**config.mk**
```make
export PLATFORM = sky130hd
export DESIGN_NAME = dmem_arbiter
export DESIGN_NICKNAME = d
export VERILOG_FILES = /design/src/rtl/dmem_arb_pkg.sv /design/src/rtl/dmem_arbiter_rr_pick2.sv /design/src/rtl/dmem_arbiter.sv
export SDC_FILE = /design/constraint.sdc
export NUM_CORES = 1
export LEC_CHECK = 0
export CELL_PAD_IN_SITES_DETAIL_PLACEMENT = 1
export CELL_PAD_IN_SITES_GLOBAL_PLACEMENT = 1
export CORE_ASPECT_RATIO = 2
export CORE_MARGIN = 2
export CORE_UTILIZATION = 36
export CTS_BUF_LIST = sky130_fd_sc_hd__clkbuf_8
export CTS_CLUSTER_SIZE = 30
export DETAILED_ROUTE_END_ITERATION = 16
export GPL_TIMING_DRIVEN = 0
export HOLD_SLACK_MARGIN = 0.08
export PLACE_DENSITY = 0.94
export SYNTH_ARGS = -nofsm -noshare
export SYNTH_HDL_FRONTEND = slang
export SYNTH_SLANG_ARGS = --single-unit
```
**constraint.sdc**
```tcl
create_clock -name clk_i -period 2.9 [get_ports clk_i]
set_input_delay 0.58 -clock clk_i [delete_from_list [all_inputs] [get_ports clk_i]]
set_output_delay 0.58 -clock clk_i [all_outputs]
set_load 0.02 [all_outputs]
```
**src/rtl/dmem_arb_pkg.sv**
```systemverilog
// Shared types and constants for the dmem arbiter.
package dmem_arb_pkg;

  localparam int DMEM_W = 16;   // dmem data/address width
  localparam int DMEM_R = 5;    // low address bits decoded by dmem

  localparam logic PORT0 = 1'b0; // CPU load/store unit
  localparam logic PORT1 = 1'b1; // debug / program loader

  typedef enum logic [1:0] {
    IDLE   = 2'd0,
    ACCESS = 2'd1,
    DONE   = 2'd2
  } arb_state_e;

endpackage

```
**src/rtl/dmem_arbiter_rr_pick2.sv**
```systemverilog
// Combinational two-way round-robin chooser: a lone request wins outright,
// a tie goes to the port that was not served last.
module rr_pick2
  import dmem_arb_pkg::*;
(
  input  logic [1:0] req_i,
  input  logic       last_i,
  output logic       valid_o,
  output logic       winner_o
);

  // Tie-break against the most recently served port.
  always_comb begin
    valid_o  = |req_i;
    winner_o = PORT0;
    if (req_i == 2'b11) begin
      winner_o = ~last_i;
    end else if (req_i[1]) begin
      winner_o = PORT1;
    end
  end

endmodule

```
**src/rtl/dmem_arbiter.sv**
```systemverilog
// Two-port arbiter in front of the single-port dmem.
// Port 0 = CPU load/store unit, port 1 = debug/program loader.
// Each access takes IDLE -> ACCESS -> DONE (one access per three cycles).
// Optional build macro DMEM_ARB_LOCK_EN adds per-port lock inputs that let
// the winning port keep exclusive ownership across consecutive accesses.
//
// state  | meaning
// IDLE   | arbitrate; winning command captured on the edge
// ACCESS | command on dmem, grant pulse, read data captured on the edge
// DONE   | read-valid pulse for reads, dmem write disabled
module dmem_arbiter
  import dmem_arb_pkg::*;
#(
  parameter int N = DMEM_W
) (
  input  logic         clk_i,
  input  logic         rst_n_i,
`ifdef DMEM_ARB_LOCK_EN
  input  logic         p0_lock_i,
  input  logic         p1_lock_i,
`endif
  input  logic         p0_req_i,
  input  logic         p0_we_i,
  input  logic [N-1:0] p0_addr_i,
  input  logic [N-1:0] p0_wdata_i,
  output logic         p0_gnt_o,
  output logic         p0_rvalid_o,
  output logic [N-1:0] p0_rdata_o,
  input  logic         p1_req_i,
  input  logic         p1_we_i,
  input  logic [N-1:0] p1_addr_i,
  input  logic [N-1:0] p1_wdata_i,
  output logic         p1_gnt_o,
  output logic         p1_rvalid_o,
  output logic [N-1:0] p1_rdata_o,
  output logic [N-1:0] dmem_addr_o,
  output logic         dmem_we_o,
  output logic [N-1:0] dmem_writedata_o,
  input  logic [N-1:0] dmem_readdata_i
);

  arb_state_e state_q, state_d;
  logic       last_q, last_d;
  logic       cmd_port_q, cmd_port_d;
  logic       cmd_we_q, cmd_we_d;
  logic [N-1:0] cmd_addr_q, cmd_addr_d;
  logic [N-1:0] cmd_wdata_q, cmd_wdata_d;
  logic [N-1:0] rdata0_q, rdata0_d;
  logic [N-1:0] rdata1_q, rdata1_d;

  logic [1:0] req;
  logic [1:0] pick_req;
  logic       pick_valid;
  logic       pick_winner;

  assign req = {p1_req_i, p0_req_i};

`ifdef DMEM_ARB_LOCK_EN
  logic       locked_q, locked_d;
  logic       owner_q, owner_d;
  logic [1:0] lock;
  logic       lock_hold;

  assign lock = {p1_lock_i, p0_lock_i};

  // A lock survives only while its owner keeps lock high; once it drops,
  // round-robin resumes in the very same IDLE cycle.
  always_comb begin
    lock_hold = locked_q & lock[owner_q];
    pick_req  = req;
    if (lock_hold) begin
      pick_req = req & ((owner_q == PORT1) ? 2'b10 : 2'b01);
    end
  end

  // Lock ownership is set or released only while arbitrating in IDLE.
  always_comb begin
    locked_d = locked_q;
    owner_d  = owner_q;
    if (state_q == IDLE) begin
      locked_d = lock_hold;
      if (pick_valid && lock[pick_winner]) begin
        locked_d = 1'b1;
        owner_d  = pick_winner;
      end
    end
  end

  // Lock state registers.
  always_ff @(posedge clk_i or negedge rst_n_i) begin
    if (!rst_n_i) begin
      locked_q <= 1'b0;
      owner_q  <= PORT0;
    end else begin
      locked_q <= locked_d;
      owner_q  <= owner_d;
    end
  end
`else
  assign pick_req = req;
`endif

  rr_pick2 u_pick (
    .req_i    (pick_req),
    .last_i   (last_q),
    .valid_o  (pick_valid),
    .winner_o (pick_winner)
  );

  // Next state, command capture and read-data capture.
  always_comb begin
    state_d     = state_q;
    last_d      = last_q;
    cmd_port_d  = cmd_port_q;
    cmd_we_d    = cmd_we_q;
    cmd_addr_d  = cmd_addr_q;
    cmd_wdata_d = cmd_wdata_q;
    rdata0_d    = rdata0_q;
    rdata1_d    = rdata1_q;
    unique case (state_q)
      IDLE: begin
        if (pick_valid) begin
          state_d    = ACCESS;
          cmd_port_d = pick_winner;
          if (pick_winner == PORT1) begin
            cmd_we_d    = p1_we_i;
            cmd_addr_d  = p1_addr_i;
            cmd_wdata_d = p1_wdata_i;
          end else begin
            cmd_we_d    = p0_we_i;
            cmd_addr_d  = p0_addr_i;
            cmd_wdata_d = p0_wdata_i;
          end
        end
      end
      ACCESS: begin
        state_d = DONE;
        last_d  = cmd_port_q;
        if (!cmd_we_q) begin
          if (cmd_port_q == PORT1) rdata1_d = dmem_readdata_i;
          else                     rdata0_d = dmem_readdata_i;
        end
      end
      DONE: begin
        state_d = IDLE;
      end
      default: begin
        state_d = IDLE;
      end
    endcase
  end

  // State and command registers; last resets to port 1 so port 0 wins the first tie.
  always_ff @(posedge clk_i or negedge rst_n_i) begin
    if (!rst_n_i) begin
      state_q     <= IDLE;
      last_q      <= PORT1;
      cmd_port_q  <= PORT0;
      cmd_we_q    <= 1'b0;
      cmd_addr_q  <= '0;
      cmd_wdata_q <= '0;
      rdata0_q    <= '0;
      rdata1_q    <= '0;
    end else begin
      state_q     <= state_d;
      last_q      <= last_d;
      cmd_port_q  <= cmd_port_d;
      cmd_we_q    <= cmd_we_d;
      cmd_addr_q  <= cmd_addr_d;
      cmd_wdata_q <= cmd_wdata_d;
      rdata0_q    <= rdata0_d;
      rdata1_q    <= rdata1_d;
    end
  end

  // The command registers only change on an IDLE capture, so they also
  // give the required hold of dmem address/data outside ACCESS.
  assign dmem_addr_o      = cmd_addr_q;
  assign dmem_writedata_o = cmd_wdata_q;
  assign dmem_we_o        = (state_q == ACCESS) && cmd_we_q;

  assign p0_gnt_o    = (state_q == ACCESS) && (cmd_port_q == PORT0);
  assign p1_gnt_o    = (state_q == ACCESS) && (cmd_port_q == PORT1);
  assign p0_rvalid_o = (state_q == DONE) && !cmd_we_q && (cmd_port_q == PORT0);
  assign p1_rvalid_o = (state_q == DONE) && !cmd_we_q && (cmd_port_q == PORT1);
  assign p0_rdata_o  = rdata0_q;
  assign p1_rdata_o  = rdata1_q;

endmodule

```
# Word-level counts from Yosys, hierarchy flattened
# Cells that the tools add are included.
# totals
register_bits,69
inputBits,86
out_inout_bits,69
elab_cells,34
# classes
n_eq_ne,4
muxes,7
bitwise_logic,3
n_reduce_logical,12
# ops
operator,count
$mux 16,2
$logic_and 1x1->1,6
$reduce_and 3->1,2
$eq 2x2->1 const B,2
$pmux 2 s2,1
$mux 1,3
$not 1->1,3
$eq 2x1->1 const B,1
$logic_not 2->1,1
$mux 2,1
$ne 2x2->1 const B,1
$reduce_and 2->1,1
$reduce_or 2->1,1
$logic_not 1->1,1

# Logic depth before layout (Yosys ltp)
# logic_depth
word_depth,3
mapped_depth,5
mapped_depth_nobuf,3

# By module
# A second synthesis with hierarchy kept.
# unflattened
hier_cells,190
hier_area_um2,3046.7
# modules_own_cells
mod,n_inst,cells_per_inst,area_each_um2,seq_area_each_um2
dmem_arbiter,1,188,3032.9,1727.9
rr_pick2,1,2,13.8,0.0

# Least setup slack after synthesis
# Ideal clock, no wire load.
# synth_timing
path_kind,input port to flip-flop
startpoint,input port p1_req_i
endpoint,register cmd_wdata_q[9] (netlist: dmem_writedata_o[9])
setup_ns,0.125
arrival_ns,1.577
required_time_ns,2.775
path_slack_ns,1.198
stages,5
n_path_buf,2
path_cell_list,a21bo_1 -> buf_6 -> buf_12 -> mux2_4 -> mux2_4
# synth_via
elab_chain_len,3
# synth_lines
element,line,source
start: declaration,dmem_arbiter.sv:29,"input logic p1_req_i,"
$eq 2x2->1 or $mux 1 (tied branches),"dmem_arbiter_rr_pick2.sv:16, dmem_arbiter_rr_pick2.sv:18",
$mux 1,dmem_arbiter_rr_pick2.sv:16,if (req_i == 2'b11) begin
$mux 16,dmem_arbiter.sv:125,if (pick_winner == PORT1) begin
end signal: assignment,dmem_arbiter.sv:170,cmd_wdata_q <= cmd_wdata_d;
end: declaration,dmem_arbiter.sv:47,"logic [N-1:0] cmd_wdata_q, cmd_wdata_d;"
# Several ways; a longest one is shown, not always the timed one.
# A chain may end at the register's enable or synchronous reset.

# Worst setup path in the final report
# layout_timing
startpoint,register state_q[1]
endpoint,output port dmem_we_o
# layout_via
elab_chain_len,2
# layout_lines
element,line,source
start: declaration,dmem_arbiter.sv:42,"arb_state_e state_q, state_d;"
start signal: assignment,dmem_arbiter.sv:165,state_q <= state_d;
$eq 2x1->1,dmem_arbiter.sv:180,assign dmem_we_o = (state_q == ACCESS) && cmd_we_q;
$logic_and 1x1->1,dmem_arbiter.sv:180,
end: declaration,dmem_arbiter.sv:37,"output logic dmem_we_o,"
# No other way between the ends.

==> results.cfg <==
[floorplan]
start_util = 0.3682
core_um2 = 8951
die_height_um = 139.3
die_area_um2 = 9982
rows = 49
die_w_um = 71.66
io_pins = 155

[detailed_routing]
drc_errors = 0
drtPass1Iterations = 2
drt_iter0_markers = 53
via_per_inst = 4.807
routed_wl_mm = 8.975
wl_per_cell_um = 19.26
ant_nets = 0
vias = 2240

[clock_network]
cts_buffer_depth = 2
htreeDepth = 3
cts-hold-fix-buffers = 0
ctsRootBufferMaster = clkbuf_8
path_clk_slew_ns = 0.07
clock-sinks = 69
cts_post_setup_buffers_inserted = 0
clk_latency_ns = 0.33
tritoncts = yes
cts-buffers-inserted = 9
cts_resized = 0

[global_route]
grt_use_total = 0.1876
grt_pass1_wl_mm = 14.28
grt_max_degree = 70
antenna_found_initial = 0
grt_pass1_vias = 2704
grt_overflow = 0

[logic_synthesis]
ys_seq_area_frac = 0.5243
syn_inst = 194
synth_nets = 280
syn_avg_cell_area_um2 = 16.99
yosys_warnings = 0
synth_cell_types = 18
synth_seq_cells = 69
synth_top_area_cell = dfrtp_1
synth_top_area_share = 0.5163
syn_area_um2 = 3296
synth_area_leaders = dfrtp_1 (52%), mux2_4 (26%), mux2_2 (12%), buf_12 (1.8%), mux2_1 (1.7%)

[placed_design]
placed_area_um2 = 4962
place_congestion = 0.8007
port_buffers = 154
hpwl_mm = 6.966
dp_slack_ns = 0.5313

[run]
cap_violations = 0

[sta]
setup_slack_ns = 0.3855
finalSetupTns_ns = 0
tightest_slew_ns = 0.8838
whs_ns = 0.3670
finalCritPeriodShare = 0.8671
fin_crit_ns = 2.515
hold_violations = 0
rsz0062_at_grt = false
max_freq_mhz = 397.7
skew_ns = 0.008746
slew_headroom = 0.4108
setup_viol = 0
drv_slew = 0

[finish]
nets = 445
drive_gt1_frac = 0.3379
area_growth_pct = 56.99
final_cell_area_um2 = 5174
insertedDiodeCount = 0
most-common-layout-cells = clkdlybuf4s50_1 (153), dfrtp_1 (68), mux2_4 (58)
layout_commonest_cell = clkdlybuf4s50_1

[worst_setup_path]
cp_slowest_stage_delay_ns = 0.63
crit_buf_inv = 3
crit_chain = nand2b_1 > buf_6 > inv_1 > and2_1 > clkdlybuf4s50_1
crit_family = buffers and inverters
slowest_stage = clkdlybuf4s50_1
regToRegSetupSlack_ns = 1.10
critPathMaxFanout = 6
cp.required_ns = 2.32
critPathCaptureType = output pin
critPathKind = register to output pin
crit_arrival_ns = 1.93
crit_path_start_kind = register

[power]
power_density_nw_per_um2 = 1090
ir_drop_v = 0.0004641
power.total_mw = 5.642
p_leak_nw = 2.275

[min_path]
hold_path_class = input pin to async pin

[status]
status = finished, final reports clean
-- area by class of cell --
class / instances / area (um^2)
Fill cell: 873 / 3777
Buffer: 10 / 123.9
Timing Repair Buffer: 154 / 1539
Clock buffer: 12 / 165.2
Inverter: 2 / 7.507
Sequential cell: 69 / 1728
Tap cell: 102 / 127.6
Clock inverter: 4 / 46.29
Multi-Input combinational cell: 113 / 1436
-- stage by stage --
| stage | utilization | std cells |
|---|---|---|
| after floorplan | - | 194 |
| after global placement | 0.5547 | 450 |
| after global routing | 0.5780 | 466 |
| after CTS | 0.5780 | 466 |
| after detailed placement | 0.5544 | 450 |
| final | 0.5780 | 466 |
-- Yosys cell counts, drive strengths merged --
library cell   n
inv            2
a21bo          1
mux2          98
a21o           1
and2           1
dfrtp         68
nor2           5
nand2b         3
dfstp          1
o32ai          1
nor3           3
buf           10
-- power by group --
part           switching (mW)  internal (mW)  total, mW  leakage (nW)
Clock                   0.351          0.464      0.814         0.110
Sequential              0.310           1.46       1.77         0.816
Combinational            1.33           1.73       3.06          1.35
Total                    1.99           3.65       5.64          2.28
-- state kept, by name, summed over array words and instances, names as in the netlist --
signal            flops
cmd_port_q            1
cmd_we_q              1
dmem_addr_o          16
dmem_writedata_o     16
last_q                1
p0_rdata_o           16
p1_rdata_o           16
state_q               2
-- worst reg2reg max path, delay by kind of cell (launching register included) --
family,cells,cell delay [ns]
and+or+nand+nor,2,0.52
buffers and inverters,2,0.36
muxes,1,0.35
DFF,1,0.44
-- cells by family after synthesis --
family                 after synthesis  share of synthesized area
and+or+nand+nor                     12                    0.02695
buffers and inverters               12                    0.03986
DFF                                 69                     0.5243
muxes                               98                     0.4009
AOI/OAI and AO/OA                    3                   0.007974
-- layer usage --
| layer | GRT usage | wire [um] | up-vias |
|---|---|---|---|
| met5 | 0 | 0 | - |
| met4 | 0.08739 | 364 | 0 |
| met3 | 0.03621 | 409 | 24 |
| met2 | 0.3621 | 5310 | 99 |
| met1 | 0.1817 | 2890 | 1101 |
| li1 | - | - | 1016 |
-- worst paths after layout --
kind,start,end,cells after the start
max,state_q[1]$_DFFE_PN0P_,dmem_we_o,5
min,rst_n_i,dmem_addr_o[14]$_DFFE_PN0P_,1
max reg2reg,state_q[1]$_DFFE_PN0P_,p0_rdata_o[13]$_DFFE_PN0P_,5
max in group asynchronous,rst_n_i,p0_rdata_o[13]$_DFFE_PN0P_,1
min reg2reg,p1_rdata_o[9]$_DFFE_PN0P_,p1_rdata_o[9]$_DFFE_PN0P_,1
min in group clk_i,p1_rdata_o[9]$_DFFE_PN0P_,p1_rdata_o[9]$_DFFE_PN0P_,1
Power figures use the tool's default switching activity.
